`config.mk`:
```
export PLATFORM = sky130hd
export DESIGN_NAME = usb_uart_fifo
export DESIGN_NICKNAME = d
export VERILOG_FILES = /design/src/rtl/usb_uart_fifo_pkg.sv /design/src/rtl/usb_uart_sync_fifo.sv /design/src/rtl/usb_uart_fifo.sv
export SDC_FILE = /design/constraint.sdc
export NUM_CORES = 1
export LEC_CHECK = 0
export ABC_CLOCK_PERIOD_IN_PS = 4050
export CAP_MARGIN = 10
export CORE_AREA = 3 3 176 178
export DETAILED_ROUTE_END_ITERATION = 6
export DIE_AREA = 0 0 179 181
export GPL_TIMING_DRIVEN = 0
export PLACE_DENSITY = 0.64
export SYNTH_ARGS = -nofsm -noshare
export SYNTH_HDL_FRONTEND = slang
export SYNTH_SLANG_ARGS = --single-unit
```
`constraint.sdc`:
```
create_clock -name clk_48mhz -period 4.05 [get_ports clk_48mhz]
set_clock_uncertainty 0.1 [all_clocks]
set_input_delay 0.6075 -clock clk_48mhz [delete_from_list [all_inputs] [get_ports clk_48mhz]]
set_output_delay 0.6075 -clock clk_48mhz [all_outputs]
set_load 0.01 [all_outputs]
```
`src/rtl/usb_uart_fifo_pkg.sv`:
```
// Shared widths, default depth and payload types for the USB CDC buffer pair.
package usb_uart_fifo_pkg;

    localparam int unsigned USB_UART_DATA_W     = 8;
    localparam int unsigned USB_UART_RX_W       = 9;
    localparam int unsigned USB_UART_DEPTH_LOG2 = 4;

    // Occupancy count for the default depth; one extra bit represents "full".
    typedef logic [USB_UART_DEPTH_LOG2:0] usb_uart_level_t;

    // RX entry as stored in the FIFO: error flag above the data byte.
    typedef struct packed {
        logic                       err;
        logic [USB_UART_DATA_W-1:0] data;
    } usb_uart_rx_entry_t;

endpackage

```
`src/rtl/usb_uart_sync_fifo.sv`:
```
// Single-clock circular FIFO with show-ahead head, flush and overflow pulse.
module usb_uart_sync_fifo #(
    parameter int unsigned WIDTH      = 8,
    parameter int unsigned DEPTH_LOG2 = 4
) (
    input  logic                  clk_48mhz,
    input  logic                  rstn,
    input  logic                  push,
    input  logic [WIDTH-1:0]      wdata,
    input  logic                  pop,
    input  logic                  flush,
    output logic [WIDTH-1:0]      rdata_c,
    output logic                  empty_c,
    output logic                  full_c,
    output logic [DEPTH_LOG2:0]   level_c,
    output logic                  ovf_c
);

    localparam int unsigned PTR_W = DEPTH_LOG2 + 1;
    localparam int unsigned DEPTH = 1 << DEPTH_LOG2;

    logic [WIDTH-1:0] mem [DEPTH];
    logic [PTR_W-1:0] wr_ptr;
    logic [PTR_W-1:0] rd_ptr;
    logic             do_push;
    logic             do_pop;

    // Status comes only from registered pointers; flush overrides both ports.
    always_comb begin
        level_c = wr_ptr - rd_ptr;
        empty_c = (level_c == '0);
        full_c  = (level_c == PTR_W'(DEPTH));
        do_push = push & ~full_c & ~flush;
        do_pop  = pop & ~empty_c & ~flush;
        ovf_c   = push & full_c;
        rdata_c = empty_c ? '0 : mem[rd_ptr[DEPTH_LOG2-1:0]];
    end

    // Pointer update; the spare MSB lets pointers wrap naturally.
    always_ff @(posedge clk_48mhz or negedge rstn) begin
        if (!rstn) begin
            wr_ptr <= '0;
            rd_ptr <= '0;
        end else if (flush) begin
            rd_ptr <= wr_ptr;
        end else begin
            if (do_push) wr_ptr <= wr_ptr + PTR_W'(1);
            if (do_pop)  rd_ptr <= rd_ptr + PTR_W'(1);
        end
    end

    // Storage write; contents are deliberately left unreset.
    always_ff @(posedge clk_48mhz) begin
        if (do_push) mem[wr_ptr[DEPTH_LOG2-1:0]] <= wdata;
    end

endmodule

```
`src/rtl/usb_uart_fifo.sv`:
```
// TX/RX buffer pair between the system bus and the usb_uart CDC engine.
module usb_uart_fifo
    import usb_uart_fifo_pkg::*;
#(
    parameter int unsigned DEPTH_LOG2    = USB_UART_DEPTH_LOG2,
    parameter int unsigned RX_IRQ_THRESH = 1
) (
    input  logic                       clk_48mhz,
    input  logic                       rstn,
    output logic                       tx_empty,
    input  logic                       tx_read,
    output logic [USB_UART_DATA_W-1:0] tx_fifo_rdata,
    output logic                       rx_full,
    input  logic                       rx_write,
    input  logic [USB_UART_DATA_W-1:0] rx_fifo_wdata,
    input  logic                       rx_err,
    input  logic                       sys_tx_we,
    input  logic [USB_UART_DATA_W-1:0] sys_tx_wdata,
    output logic                       sys_tx_full,
    input  logic                       sys_rx_re,
    output logic [USB_UART_RX_W-1:0]   sys_rx_rdata,
    output logic                       sys_rx_empty,
    output logic [DEPTH_LOG2:0]        sys_tx_level,
    output logic [DEPTH_LOG2:0]        sys_rx_level,
    input  logic                       sys_flush,
    input  logic                       sys_clr_ovf,
    output logic                       tx_ovf,
    output logic                       rx_ovf,
    output logic                       irq
);

    localparam int unsigned LVL_W = DEPTH_LOG2 + 1;

    usb_uart_rx_entry_t rx_entry;
    logic               tx_ovf_c;
    logic               rx_ovf_c;

    // Pack the engine's byte and error flag into one RX entry.
    always_comb begin
        rx_entry      = '0;
        rx_entry.err  = rx_err;
        rx_entry.data = rx_fifo_wdata;
    end

    usb_uart_sync_fifo #(
        .WIDTH      (USB_UART_DATA_W),
        .DEPTH_LOG2 (DEPTH_LOG2)
    ) u_tx_fifo (
        .clk_48mhz (clk_48mhz),
        .rstn      (rstn),
        .push      (sys_tx_we),
        .wdata     (sys_tx_wdata),
        .pop       (tx_read),
        .flush     (sys_flush),
        .rdata_c   (tx_fifo_rdata),
        .empty_c   (tx_empty),
        .full_c    (sys_tx_full),
        .level_c   (sys_tx_level),
        .ovf_c     (tx_ovf_c)
    );

    usb_uart_sync_fifo #(
        .WIDTH      (USB_UART_RX_W),
        .DEPTH_LOG2 (DEPTH_LOG2)
    ) u_rx_fifo (
        .clk_48mhz (clk_48mhz),
        .rstn      (rstn),
        .push      (rx_write),
        .wdata     (rx_entry),
        .pop       (sys_rx_re),
        .flush     (sys_flush),
        .rdata_c   (sys_rx_rdata),
        .empty_c   (sys_rx_empty),
        .full_c    (rx_full),
        .level_c   (sys_rx_level),
        .ovf_c     (rx_ovf_c)
    );

    // Sticky overflow flags; a new overflow beats a same-cycle clear.
    always_ff @(posedge clk_48mhz or negedge rstn) begin
        if (!rstn) begin
            tx_ovf <= 1'b0;
            rx_ovf <= 1'b0;
        end else begin
            tx_ovf <= tx_ovf_c | (tx_ovf & ~sys_clr_ovf);
            rx_ovf <= rx_ovf_c | (rx_ovf & ~sys_clr_ovf);
        end
    end

    // Interrupt registered from the current level and flag state.
    always_ff @(posedge clk_48mhz or negedge rstn) begin
        if (!rstn) begin
            irq <= 1'b0;
        end else begin
            irq <= (sys_rx_level >= LVL_W'(RX_IRQ_THRESH)) | rx_ovf | tx_ovf;
        end
    end

endmodule

```
# --- Yosys cells after proc, flatten, opt, wreduce, memory -nomap -nowiden ---
# Memories as Yosys holds them, arrays and structs flattened.
# Cells that the tools add are included.
classes:
  add_sub_neg: 6
  n_lt_le_gt_ge: 1
  n_eq_ne: 2
  mux: 10
  bitwise: 22
  n_reduce_logical: 6
op_table:
  columns: ["operator", "count"]
  rows:
  - ["adder 5 x 1 -> 5 bit (second input constant)", 4]
  - ["2-to-1 mux 5 bit", 4]
  - ["AND 1 bit", 12]
  - ["equality test 5 bit (second input constant)", 2]
  - ["zero test 5 bit", 2]
  - ["subtractor 5 bit", 2]
  - ["2-to-1 mux 9 bit", 1]
  - ["2-to-1 mux 8 bit", 1]
  - ["NOT 1 bit", 6]
  - [">= comparator 5 x 1 -> 1 bit (second input constant)", 1]
  - ["2-to-1 mux 1 bit", 4]
  - ["OR 1 bit", 4]
  - ["AND reduction 2 bit", 2]
  - ["nonzero test 2 bit", 2]
word_totals:
  register_bits: 23
  ramBits: 272
  in_bits: 25
  out_inout_bits: 34
  wordCells: 56
  n_memories: 2
mem_list:
  columns: ["memory", "depth", "width", "rd", "rd_clocked_by_memory_dff", "wr", "line", "source"]
  rows:
  - ["u_rx_fifo.mem", 16, 9, 1, 0, 1, "usb_uart_sync_fifo.sv:22", "logic [WIDTH-1:0] mem [DEPTH];"]
  - ["u_tx_fifo.mem", 16, 8, 1, 0, 1, "usb_uart_sync_fifo.sv:22", null]

# --- Longest topological paths before layout ---
# Gate-level depths: netlist of the first run.
logic_depth:
  word_depth: 7
  ltp_mapped: 12
  ltp_nobuf: 11

# --- By module ---
# A second synthesis of the first run with hierarchy kept.
unflattened:
  cells_unflattened: 610
  hier_area_um2: 12308.1
by_module_without_submodules:
  columns: ["mod", "instances", "cells_each", "area_each_um2", "seq_area_each_um2"]
  rows:
  - ["usb_uart_sync_fifo (u_rx_fifo)", 1, 312, 6436.2, 4574.4]
  - ["usb_uart_sync_fifo (u_tx_fifo)", 1, 289, 5763.0, 4093.9]
  - ["usb_uart_fifo", 1, 9, 108.9, 75.1]

# --- Least setup slack after synthesis of the first run ---
# Ideal clock, no wire load.
synth_timing:
  path_type: "register -> output"
  start: "register u_rx_fifo.rd_ptr[2]"
  end: "output port sys_rx_rdata[0]"
  t_arrival_ns: 2.523
  t_required_ns: 3.342
  slack_ns: 0.820
  path_stages_with_launch: 11
  path_buffers: 4
  path_cell_list: "dfrtp_1 > buf_1 > inv_1 > buf_2 > ha_1 > xor2_1 > nor3_1 > o221a_1 > buf_6 > buf_2 > a211oi_1"
synth_between:
  elab_chain_len: 3
  word_cells_on_any_way: 4
  cone_classes: "add/sub: 1; mux: 1; reduce/logical: 1; memory: 1"
synth_rtl:
  columns: ["element", "line", "source"]
  rows:
  - ["start, declared", "usb_uart_sync_fifo.sv:24", "logic [PTR_W-1:0] rd_ptr;"]
  - ["start signal, assigned", "usb_uart_sync_fifo.sv:45", "rd_ptr <= wr_ptr;"]
  - ["start signal, assigned", "usb_uart_sync_fifo.sv:48", "if (do_pop) rd_ptr <= rd_ptr + PTR_W'(1);"]
  - ["subtractor 5 bit", "usb_uart_sync_fifo.sv:30", "level_c = wr_ptr - rd_ptr;"]
  - ["net sys_rx_level[2]", "usb_uart_fifo.sv:24", "output logic [DEPTH_LOG2:0] sys_rx_level,"]
  - ["zero test 5 bit", "usb_uart_sync_fifo.sv:31", "empty_c = (level_c == '0);"]
  - ["net sys_rx_empty", "usb_uart_fifo.sv:22", "output logic sys_rx_empty,"]
  - ["2-to-1 mux 9 bit", "usb_uart_sync_fifo.sv:36", "rdata_c = empty_c ? '0 : mem[rd_ptr[DEPTH_LOG2-1:0]];"]
  - ["end, declared", "usb_uart_fifo.sv:21", "output logic [USB_UART_RX_W-1:0] sys_rx_rdata,"]
# The timed path passes the listed nets, and every way through them passes these cells.

# --- Worst setup path after layout of the first run ---
layout_timing:
  start: "register u_tx_fifo.wr_ptr[0]"
  end: "output port tx_fifo_rdata[1]"
layout_between:
  elab_chain_len: 3
layout_rtl:
  columns: ["element", "line", "source"]
  rows:
  - ["start, declared", "usb_uart_sync_fifo.sv:23", "logic [PTR_W-1:0] wr_ptr;"]
  - ["start signal, assigned", "usb_uart_sync_fifo.sv:47", "if (do_push) wr_ptr <= wr_ptr + PTR_W'(1);"]
  - ["subtractor 5 bit", "usb_uart_sync_fifo.sv:30", null]
  - ["zero test 5 bit", "usb_uart_sync_fifo.sv:31", null]
  - ["2-to-1 mux 8 bit", "usb_uart_sync_fifo.sv:36", null]
  - ["end, declared", "usb_uart_fifo.sv:12", "output logic [USB_UART_DATA_W-1:0] tx_fifo_rdata,"]
# Every way passes these cells.

==> results of run 1 <==
==> metal layers <==
metal / track usage / vias to the layer above / share of wire
li1: - / 2931 / -
met1: 0.2266 / 3370 / 0.41
met2: 0.2869 / 205 / 0.51
met3: 0.02711 / 38 / 0.061
met4: 0.04084 / 0 / 0.023
met5: 0 / - / 0
==> stage by stage <==
step	instance area, µm²	total power, W	setup slack [ns]	hold slack, ns	setup TNS, ns
2_1_floorplan	12290	0.006017	0.8196	0.2119	0
3_3_place_gp	13350	0.007530	-0.1416	0.4011	-1.782
3_5_place_dp	13350	0.007579	-0.1783	0.4140	-2.395
4_1_cts	14470	0.01044	0.01384	0.4229	0
5_1_grt	14530	0.01089	-0.02028	0.2163	-0.03017
6_report	14530	0.01039	0.1034	0.2219	0
==> path summary, 6_finish.rpt <==
kind,start,endpoint,slack [ns]
max,u_tx_fifo.wr_ptr[0],tx_fifo_rdata[1],0.10
max in group asynchronous,rstn,u_tx_fifo.wr_ptr[0],3.16
max reg2reg,u_tx_fifo.wr_ptr[0],u_tx_fifo.mem[11][2],0.51
min,rstn,u_rx_fifo.rd_ptr[2],0.22
min reg2reg,u_tx_fifo.wr_ptr[4],u_tx_fifo.wr_ptr[4],0.42
min in group clk_48mhz,u_tx_fifo.wr_ptr[4],u_tx_fifo.wr_ptr[4],0.42
==> placed cells by master (no fill, tap or decap), types with 5 or more instances in the layout <==
cell,netlist,routed
a211oi_1,18,14
clkbuf_1,11,18
mux4_2,68,68
nand4_1,10,10
a31oi_1,7,7
o21ai_0,7,7
and3_1,43,43
nor2_1,23,23
clkbuf_16,0,31
mux2i_1,17,17
clkinv_2,0,5
clkinv_1,2,6
nand3_1,5,5
ha_1,18,17
nand2_1,47,47
edfxtp_1,272,272
xor2_1,9,9
nand3b_1,5,5
inv_1,16,14
clkdlybuf4s50_1,0,38
or3_1,6,6
dlygate4sd2_1,0,12
dfrtp_1,23,21
buf_4,4,18
==> cell families after synthesis <==
group	after synthesis	share of synthesized area
xor+xnor	14	0.009978
simple gates	159	0.07096
fa+ha+maj	20	0.02158
flops	295	0.7115
mux	87	0.1403
compound gates	50	0.02841
buf+inv	48	0.01731
==> worst max-delay path: stages (launching register included) <==
cell and delay, ns:
dfrtp_2 0.45, inv_2 0.11, ha_1 0.17, inv_1 0.05
fa_1 0.41, and3_1 0.18, or3_1 0.42, a22o_4 0.29
inv_4 0.11, buf_4 0.16, a211oi_1 0.06, clkdlybuf4s15_1 0.28
==> flip-flops by register name, indices dropped and copies added (netlist names) <==
name / cells
irq: 1
rx_ovf: 1
tx_ovf: 1
u_rx_fifo.mem: 144
u_rx_fifo.rd_ptr: 5
u_rx_fifo.wr_ptr: 5
u_tx_fifo.mem: 128
u_tx_fifo.rd_ptr: 5
u_tx_fifo.wr_ptr: 5
==> final cells by class <==
| class | instances | area (µm²) |
|---|---|---|
| Clock buffer | 39 | 805.8 |
| Multi-Input combinational cell | 330 | 3400 |
| Tap cell | 390 | 488.0 |
| Sequential cell | 295 | 8746 |
| Inverter | 20 | 86.33 |
| Antenna cell | 1 | 2.502 |
| Buffer | 26 | 147.6 |
| Clock inverter | 19 | 202.7 |
| Fill cell | 2460 | 15030 |
| Timing Repair Buffer | 70 | 655.6 |
==> where the power goes <==
group | switching, W | internal [W]
combinational | 0.00205 | 0.00176
sequential | 0.000182 | 0.00359
clock | 0.00115 | 0.00166
total | 0.00338 | 0.00701
==> what timing repair did <==
item	4_1_cts	5_1_grt
setup endpoints to repair	24	8
gates resized for setup	41	13
pin swaps	1	1
buffers inserted	8	4
cloned	0	0
==> out/metrics.csv, run 1 <==
stage,metric,value,unit
global_route,first-pass GRT wire length,40.94,mm
clock_tree,CTS sink cnt,295,
sta,Max-slew headroom,0.3004,
yosys,sequential element share of the synthesized area,0.7115,
critical_path,top fanout value on the critical path,8,
yosys,Synth Instances,673,
clock_tree,hold_buf cts,0,
final_layout,Finished Layout Cells,1190,
yosys,top cell type's share of synthesized area,0.6646,
sta,final period demand of the worst path,3.947,ns
sta,RSZ-0062 raised after global routing,yes,
power_and_ir_drop,PD cells,714.9,nW/µm²
sta,max-slew violation count,0,
die,die height,181,µm
clock_tree,clk buf depth,3,
critical_path,R2R cell count,9,
global_route,gr usage total,0.1683,
clock_tree,Root Buffer,clkbuf_16,
die,DIE WIDTH,179,µm
hold_path,HP Class,primary input to asynchronous set/reset pin,
yosys,Commonest cells post-synth,"edfxtp_1, mux4_2, nand2_1",
placed_design,IO buf count,57,
die,Core Region,29560,µm²
detailed_routing,First DRT Iteration DRCs,535,
critical_path,Setup CP Type,flop to output pin,
sta,Achievable Freq,253.4,MHz
yosys,top_reg_cell synth,edfxtp_1,
detailed_routing,drt pass-1 iters,6,
die,I/O pin cnt,59,
die,starting density of the core,0.4157,
clock_tree,Clock transition at path regs,0.06,ns
critical_path,Critical Path RT,3.34,ns
yosys,Post-Synthesis Net Count,718,
detailed_routing,remaining antenna violation count,0,
die,Die ar.,32400,µm²
yosys,Post-synth EDFFs,272,
placed_design,placed instance count,1120,
final_layout,layout cell share with drive strength beyond 1,0.2065,
die,number of core rows,63,
critical_path,Worst Path Arrival,3.24,ns
global_route,largest net degree at the start of global routing,24,
sta,Tightest Pin Transition,1.046,ns
final_layout,post-layout util,0.4917,
placed_design,detailed placement HPWL,18.38,mm
yosys,Synth cell types,50,
yosys,"Cell Area, Synth",12290,µm²
yosys,Synth area leader,edfxtp_1,
yosys,largest cells by area after synthesis,"edfxtp_1, mux4_2, dfrtp_1",
clock_tree,Max H-tree Level,1,
placed_design,Placer Congestion,0.8282,
yosys,Post-synth ARST share,0.07797,
detailed_routing,routed vias/inst,5.499,
critical_path,Critical Path End Type,output pin,
yosys,Syn Area/Cell,18.26,µm²
outcome,status,completed,
job,max cap viols,0,
detailed_routing,routed wire length per instance,23.07,µm
final_layout,fin nets,819,
sta,Final Setup Violations,0,
power_and_ir_drop,cell leakage power,5.066,nW
detailed_routing,drt drc,0,
clock_tree,CTS Buf Count,31,
clock_tree,Worst-Skew Late Latency,0.55,ns
sta,final hold vios,0,
critical_path,CP Launch Type,flop,
global_route,GRT Residual Overflow,0,
global_route,vias in the first global route,6665,
final_layout,Layout area overhead,18.26,%
power_and_ir_drop,maximum vdd drop,0.5211,mV
detailed_routing,Post-Route WL,27.45,mm
detailed_routing,via count,6544,
yosys,most frequent cell after synthesis,edfxtp_1,
global_route,initial antenna violation count,0,
sta,crit share post-route,0.9745,
yosys,Synth Register Bits,295,
yosys,Ys Warns,0,
clock_tree,CTS tree,built,
Power figures use the tool's default switching activity.
==> run 2, diff against run 1 <==
--- a/config.mk
+++ b/config.mk
@@ -12,6 +12,7 @@
 export DIE_AREA = 0 0 179 181
 export GPL_TIMING_DRIVEN = 0
 export PLACE_DENSITY = 0.64
+export SETUP_SLACK_MARGIN = 0.05
 export SYNTH_ARGS = -nofsm -noshare
 export SYNTH_HDL_FRONTEND = slang
 export SYNTH_SLANG_ARGS = --single-unit
==> run 2 against run 1 <==
Against the previous run: routed wire length is essentially flat; largest power group is now sequential cells; first-iteration DRC count up 0.37%; sequential power hardly changed; flip-flop and latch count unchanged; non-clock buffer count decreased by 2.
==> out/metrics.csv, run 2 (synthesis gave the netlist of run 1 again) <==
stage,metric,value,unit,change
critical_path,critical path's slowest cell,dfrtp_2,,
detailed_routing,via count,6539,,-0.076%
global_route,first-pass GRT wire length,40.87,mm,-0.19%
final_layout,"commonest non-fill, non-tap cell in the layout",edfxtp_1,,
detailed_routing,drt drc,0,,unchanged
placed_design,Placer Congestion,0.8282,,unchanged
critical_path,delay of the slowest critical-path stage,0.45,ns,about the same
global_route,largest net degree at the start of global routing,24,,unchanged
sta,crit share post-route,0.9636,,-0.01092
die,I/O pin cnt,59,,unchanged
final_layout,# diodes,0,,-1
global_route,initial antenna violation count,0,,unchanged
final_layout,Layout area overhead,17.91,%,
critical_path,top fanout value on the critical path,10,,+2
clock_tree,clk buf depth,3,,unchanged
outcome,status,completed,,
global_route,vias in the first global route,6658,,-0.11%
sta,Max-slew headroom,0.3126,,+0.01225
clock_tree,CTS Buf Count,31,,unchanged
placed_design,detailed placement HPWL,18.38,mm,unchanged
clock_tree,hold_buf cts,0,,unchanged
critical_path,Critical Path RT,3.34,ns,about the same
final_layout,fin nets,817,,-0.24%
final_layout,Final Instance Area,14490,µm²,-0.30%
clock_tree,CTS tree,built,,
sta,Final Setup Violations,0,,unchanged
sta,Achievable Freq,256.3,MHz,+1.1%
detailed_routing,First DRT Iteration DRCs,537,,+0.37%
sta,final period demand of the worst path,3.902,ns,-0.04421 ns
critical_path,critical path's top delay family,buffers and inverters,,
placed_design,Post-DP Area,13350,µm²,unchanged
final_layout,layout cell share with drive strength beyond 1,0.2083,,+0.001773
sta,Min Hold Slack,0.2007,ns,-0.02124 ns
sta,RSZ-0062 raised after global routing,yes,,
detailed_routing,drt pass-1 iters,5,,-1
die,number of core rows,63,,unchanged
critical_path,Worst path most repeated cell,inv_2,,
critical_path,Setup CP Type,flop to output pin,,
clock_tree,Worst-Skew Late Latency,0.55,ns,about the same
die,Core Region,29560,µm²,unchanged
critical_path,Worst Path Arrival,3.19,ns,-0.05 ns
sta,max-slew violation count,0,,unchanged
power_and_ir_drop,PD cells,713.7,nW/µm²,-0.17%
critical_path,reg2reg start,u_tx_fifo.wr_ptr[0],,
final_layout,max reg flops,144,,unchanged
detailed_routing,Post-Route WL,27.45,mm,about the same
job,max cap viols,0,,unchanged
critical_path,CP Launch Type,flop,,
critical_path,"setup slack, reg-to-reg",0.45,ns,-0.06 ns
critical_path,worst path bufs/invs,5,,unchanged
die,starting density of the core,0.4157,,unchanged
sta,Tightest Pin Transition,1.027,ns,-0.01832 ns
power_and_ir_drop,maximum vdd drop,0.5048,mV,-3.1%
critical_path,CP Cell Sequence,inv_2 -> ha_1 -> inv_1 -> fa_1 -> and3_1 -> or3_1 -> a22o_1 -> inv_2 -> buf_6 -> a211oi_1 -> clkdlybuf4s15_1,,
hold_path,HP Class,primary input to asynchronous set/reset pin,,
die,die height,181,µm,unchanged
critical_path,Critical Path End Type,output pin,,
clock_tree,Clock transition at path regs,0.06,ns,about the same
detailed_routing,routed vias/inst,5.509,,+0.18%
detailed_routing,remaining antenna violation count,0,,unchanged
die,Die ar.,32400,µm²,unchanged
clock_tree,CTS sink cnt,295,,unchanged
sta,final hold vios,0,,unchanged
global_route,gr usage total,0.1680,,-0.0002251
critical_path,R2R cell count,10,,+1
detailed_routing,routed wire length per instance,23.13,µm,+0.27%
final_layout,"commonest cells after routing, fill and taps aside","edfxtp_1, mux4_2, nand2_1",,
clock_tree,Max H-tree Level,1,,unchanged
power_and_ir_drop,cell leakage power,5.068,nW,about the same
clock_tree,Root Buffer,clkbuf_16,,
placed_design,IO buf count,57,,unchanged
critical_path,FF-to-FF End,u_tx_fifo.mem[9][2],,
die,DIE WIDTH,179,µm,unchanged
global_route,GRT Residual Overflow,0,,unchanged
## run 2: cell types whose count changed in the layout (fill, tap and decap cells not counted), sizes merged
cell,before,now
buf,29,26
clkbuf,51,58
clkdlybuf4s15,3,4
clkdlybuf4s50,38,37
diode,1,0
dlygate4sd2,12,5
dlymetal6s2s,2,3
## run 2: cell type report
cell class	instances	area [µm²]
well taps	390	488.0
multi-input cells	330	3378
plain buffers	27	158.9
clock inverters	19	202.7
fillers	2456	15070
inverters	20	86.33
flip-flops and latches	295	8746
clock buffers	39	805.8
repair buffers	67	624.3
## run 2: what timing repair did
action | 4_1_cts | 5_1_grt
gates resized for setup | 38 | 34
gates cloned | 0 | 0
setup endpoints to repair | 27 | 13
buffers inserted | 3 | 6
pin swaps | 0 | 3
## run 2: how the worst max path moves through the flow
stage                                    from                to  slack (ns)  cells after the start
after detailed placement  u_rx_fifo.rd_ptr[2]   sys_rx_rdata[8]       -0.18                     11
after global routing      u_tx_fifo.wr_ptr[0]  tx_fifo_rdata[2]        0.02                     11
after CTS                 u_tx_fifo.wr_ptr[0]  tx_fifo_rdata[2]        0.06                     11
after floorplan           u_rx_fifo.rd_ptr[2]   sys_rx_rdata[0]        0.82                     10
after global placement    u_tx_fifo.rd_ptr[1]  tx_fifo_rdata[5]       -0.14                     11
final                     u_tx_fifo.wr_ptr[0]  tx_fifo_rdata[2]        0.15                     11
## run 2: layer usage
metal / global-route usage / share of wire
met1: 0.2258 / 0.41
met2: 0.2861 / 0.51
met3: 0.02753 / 0.057
met4: 0.04208 / 0.023
met5: 0 / 0
## run 2: where the power goes
group	internal (W)	switching, W
logic	0.00173	0.00203
registers	0.00359	0.000182
clock network	0.00166	0.00115
## run 2: worst reg2reg max path: stages (launching register included)
cell and delay [ns]:
dfrtp_2 0.45, inv_2 0.11, ha_1 0.16, inv_1 0.05, fa_1 0.41, and3_1 0.18
or3_1 0.41, o211a_2 0.15, buf_4 0.17, nand3b_1 0.32, nor2_1 0.71
## run 2: through the flow
stage / cells / setup TNS, ns / total power [W] / utilization / worst slack [ns]
2_1_floorplan: 673 / 0 / 0.006017 / - / 0.8196
3_3_place_gp: 1120 / -1.782 / 0.007530 / 0.4516 / -0.1416
3_5_place_dp: 1120 / -2.395 / 0.007579 / 0.4516 / -0.1783
4_1_cts: 1180 / 0 / 0.01038 / 0.4877 / 0.05978
5_1_grt: 1187 / 0 / 0.01084 / 0.4902 / 0.01692
6_report: 1187 / 0 / 0.01034 / 0.4902 / 0.1476
==> run 3, diff against run 2 <==
--- a/config.mk
+++ b/config.mk
@@ -11,7 +11,7 @@
 export DETAILED_ROUTE_END_ITERATION = 6
 export DIE_AREA = 0 0 179 181
 export GPL_TIMING_DRIVEN = 0
-export PLACE_DENSITY = 0.64
+export PLACE_DENSITY = 0.55
 export SETUP_SLACK_MARGIN = 0.05
 export SYNTH_ARGS = -nofsm -noshare
 export SYNTH_HDL_FRONTEND = slang
==> run 3 against run 2 <==
Against the previous run: utilization fell by 0.055 points; sequential power is essentially flat; flip-flop and latch count unchanged; final cell count shrank 0.84%; maximum frequency shrank 0.12%; count of clock-buffer cells in the layout is 5 lower; clock power is 2% lower; critical endpoint is now tx_fifo_rdata[7].
==> out/metrics.csv, run 3 (synthesis gave the netlist of run 1 again) <==
stage,metric,value,unit,change
detailed_routing,Post-Route WL,28.45,mm,+3.6%
outcome,status,completed,,
sta,Final Setup Violations,0,,unchanged
global_route,vias in the first global route,7018,,+5.4%
clock_tree,CTS tree,built,,
global_route,GRT Max-Usage Layer,met2,,
global_route,largest net degree at the start of global routing,24,,unchanged
clock_tree,Root Buffer,clkbuf_16,,
die,Core Region,29560,µm²,unchanged
final_layout,"commonest cells after routing, fill and taps aside","edfxtp_1, mux4_2, nand2_1",,
sta,max-slew violation count,0,,unchanged
critical_path,CP Launch Type,flop,,
final_layout,max reg flops,144,,unchanged
hold_path,HP Class,primary input to asynchronous set/reset pin,,
sta,final hold vios,0,,unchanged
final_layout,"commonest non-fill, non-tap cell in the layout",edfxtp_1,,
final_layout,multi-input logic area,3386,µm²,+0.22%
power_and_ir_drop,PD cells,713.0,nW/µm²,about the same
placed_design,Post-Place Worst Slack,-0.2824,ns,-0.1041 ns
placed_design,IO buf count,57,,unchanged
power_and_ir_drop,cell leakage power,5.024,nW,-0.86%
clock_tree,CTS sink cnt,295,,unchanged
global_route,first-pass GRT wire length,42.81,mm,+4.7%
critical_path,Critical Path End Type,output pin,,
detailed_routing,First DRT Iteration DRCs,462,,-14%
global_route,GR Util met2,0.3062,,+0.02008
power_and_ir_drop,maximum vdd drop,0.3998,mV,-21%
detailed_routing,drt pass-1 iters,5,,unchanged
clock_tree,hold_buf cts,0,,unchanged
sta,final period demand of the worst path,3.907,ns,+0.004648 ns
critical_path,top fanout value on the critical path,10,,unchanged
global_route,met1 GRT Util,0.2239,,-0.001820
global_route,GR Util met3,0.03426,,+0.006726
critical_path,Setup CP Type,flop to output pin,,
final_layout,Layout area overhead,17.78,%,
die,starting density of the core,0.4157,,unchanged
critical_path,Worst Path Arrival,3.20,ns,about the same
final_layout,post-layout util,0.4897,,-0.0005500
detailed_routing,via count,6537,,-0.031%
clock_tree,clk buf depth,3,,unchanged
global_route,gr usage total,0.1762,,+0.008203
sta,Max-slew headroom,0.2527,,-0.05996
final_layout,Fillers,2459,,+0.12%
detailed_routing,remaining antenna violation count,0,,unchanged
die,Die ar.,32400,µm²,unchanged
detailed_routing,drt drc,0,,unchanged
job,max cap viols,0,,unchanged
clock_tree,Worst-Skew Late Latency,0.55,ns,about the same
global_route,initial antenna violation count,0,,unchanged
die,I/O pin cnt,59,,unchanged
detailed_routing,routed vias/inst,5.554,,+0.82%
die,die height,181,µm,unchanged
placed_design,detailed placement HPWL,19.13,mm,+4.1%
sta,final worst slack,0.1429,ns,-0.004648 ns
global_route,GRT Residual Overflow,0,,unchanged
sta,Tightest Pin Transition,1.117,ns,+0.08961 ns
clock_tree,Clock transition at path regs,0.06,ns,about the same
final_layout,fin nets,810,,-0.86%
final_layout,# diodes,0,,unchanged
placed_design,Placer Congestion,0.7762,,-6.3%
critical_path,Critical Path RT,3.34,ns,about the same
sta,Sum Neg Setup Slack,0,ns,unchanged
sta,RSZ-0062 raised after global routing,yes,,
sta,Achievable Freq,255.9,MHz,-0.12%
clock_tree,CTS Buf Count,30,,-3.2%
final_layout,storage element area,8746,µm²,unchanged
final_layout,layout cell share with drive strength beyond 1,0.2033,,-0.004977
clock_tree,Max H-tree Level,1,,unchanged
die,number of core rows,63,,unchanged
detailed_routing,routed wire length per instance,24.17,µm,+4.5%
sta,crit share post-route,0.9647,,+0.001148
sta,Min Hold Slack,0.3037,ns,+0.1030 ns
die,DIE WIDTH,179,µm,unchanged
[run 3: area by class of cell]
| class | count | area share |
|---|---|---|
| flip-flops and latches | 295 | 0.6043 |
| well taps | 390 | 0.03371 |
| plain buffers | 27 | 0.01176 |
| clock inverters | 20 | 0.01400 |
| multi-input cells | 330 | 0.2339 |
| clock buffers | 34 | 0.05437 |
| repair buffers | 61 | 0.04193 |
| inverters | 20 | 0.006051 |
[run 3: final timing paths]
kind                                startpoint             endpoint  slack [ns]  cells after the start
max                        u_tx_fifo.wr_ptr[0]     tx_fifo_rdata[7]        0.14                     11
max in group asynchronous                 rstn  u_tx_fifo.wr_ptr[0]        3.07                      2
min reg2reg                u_tx_fifo.wr_ptr[4]  u_tx_fifo.wr_ptr[4]        0.42                      1
min in group clk_48mhz     u_tx_fifo.wr_ptr[4]  u_tx_fifo.wr_ptr[4]        0.42                      1
max reg2reg                u_tx_fifo.wr_ptr[0]  u_tx_fifo.mem[8][0]        0.51                      9
min                                       rstn  u_rx_fifo.rd_ptr[4]        0.30                      1
[run 3: metal layers]
metal	share of wire	up-vias
met1	0.40	3412
met2	0.51	166
met3	0.055	58
met5	0	-
met4	0.032	0
li1	-	2901
[run 3: metrics by stage]
stage / std cells / cell area, µm² / total power, W
after detailed placement: 1120 / 13350 / 0.007590
after global placement: 1120 / 13350 / 0.007513
after global routing: 1177 / 14470 / 0.01082
after CTS: 1176 / 14410 / 0.01035
final: 1177 / 14470 / 0.01032
after floorplan: 673 / 12290 / 0.006017
[run 3: critical path: stages, from the launching register on]
cell             delay [ns]
dfrtp_2                0.45
inv_2                  0.12
ha_1                   0.18
inv_1                  0.06
fa_2                   0.36
and3_1                 0.16
or3_1                  0.42
a22o_1                 0.30
inv_2                  0.09
buf_6                  0.16
a211oi_1               0.08
clkdlybuf4s15_1        0.28
[run 3: timing repair]
action,CTS,global route
pin swaps,1,3
buffers inserted,3,0
setup endpoints to repair,91,10
gates cloned,0,0
resized for setup,45,21
[run 3: power by group]
part / switching, W / leakage [nW] / internal [W]
sequential: 0.000189 / 2.72 / 0.00359
clock: 0.00111 / 0.486 / 0.00164
combinational: 0.00205 / 1.81 / 0.00174
total: 0.00335 / 5.02 / 0.00697
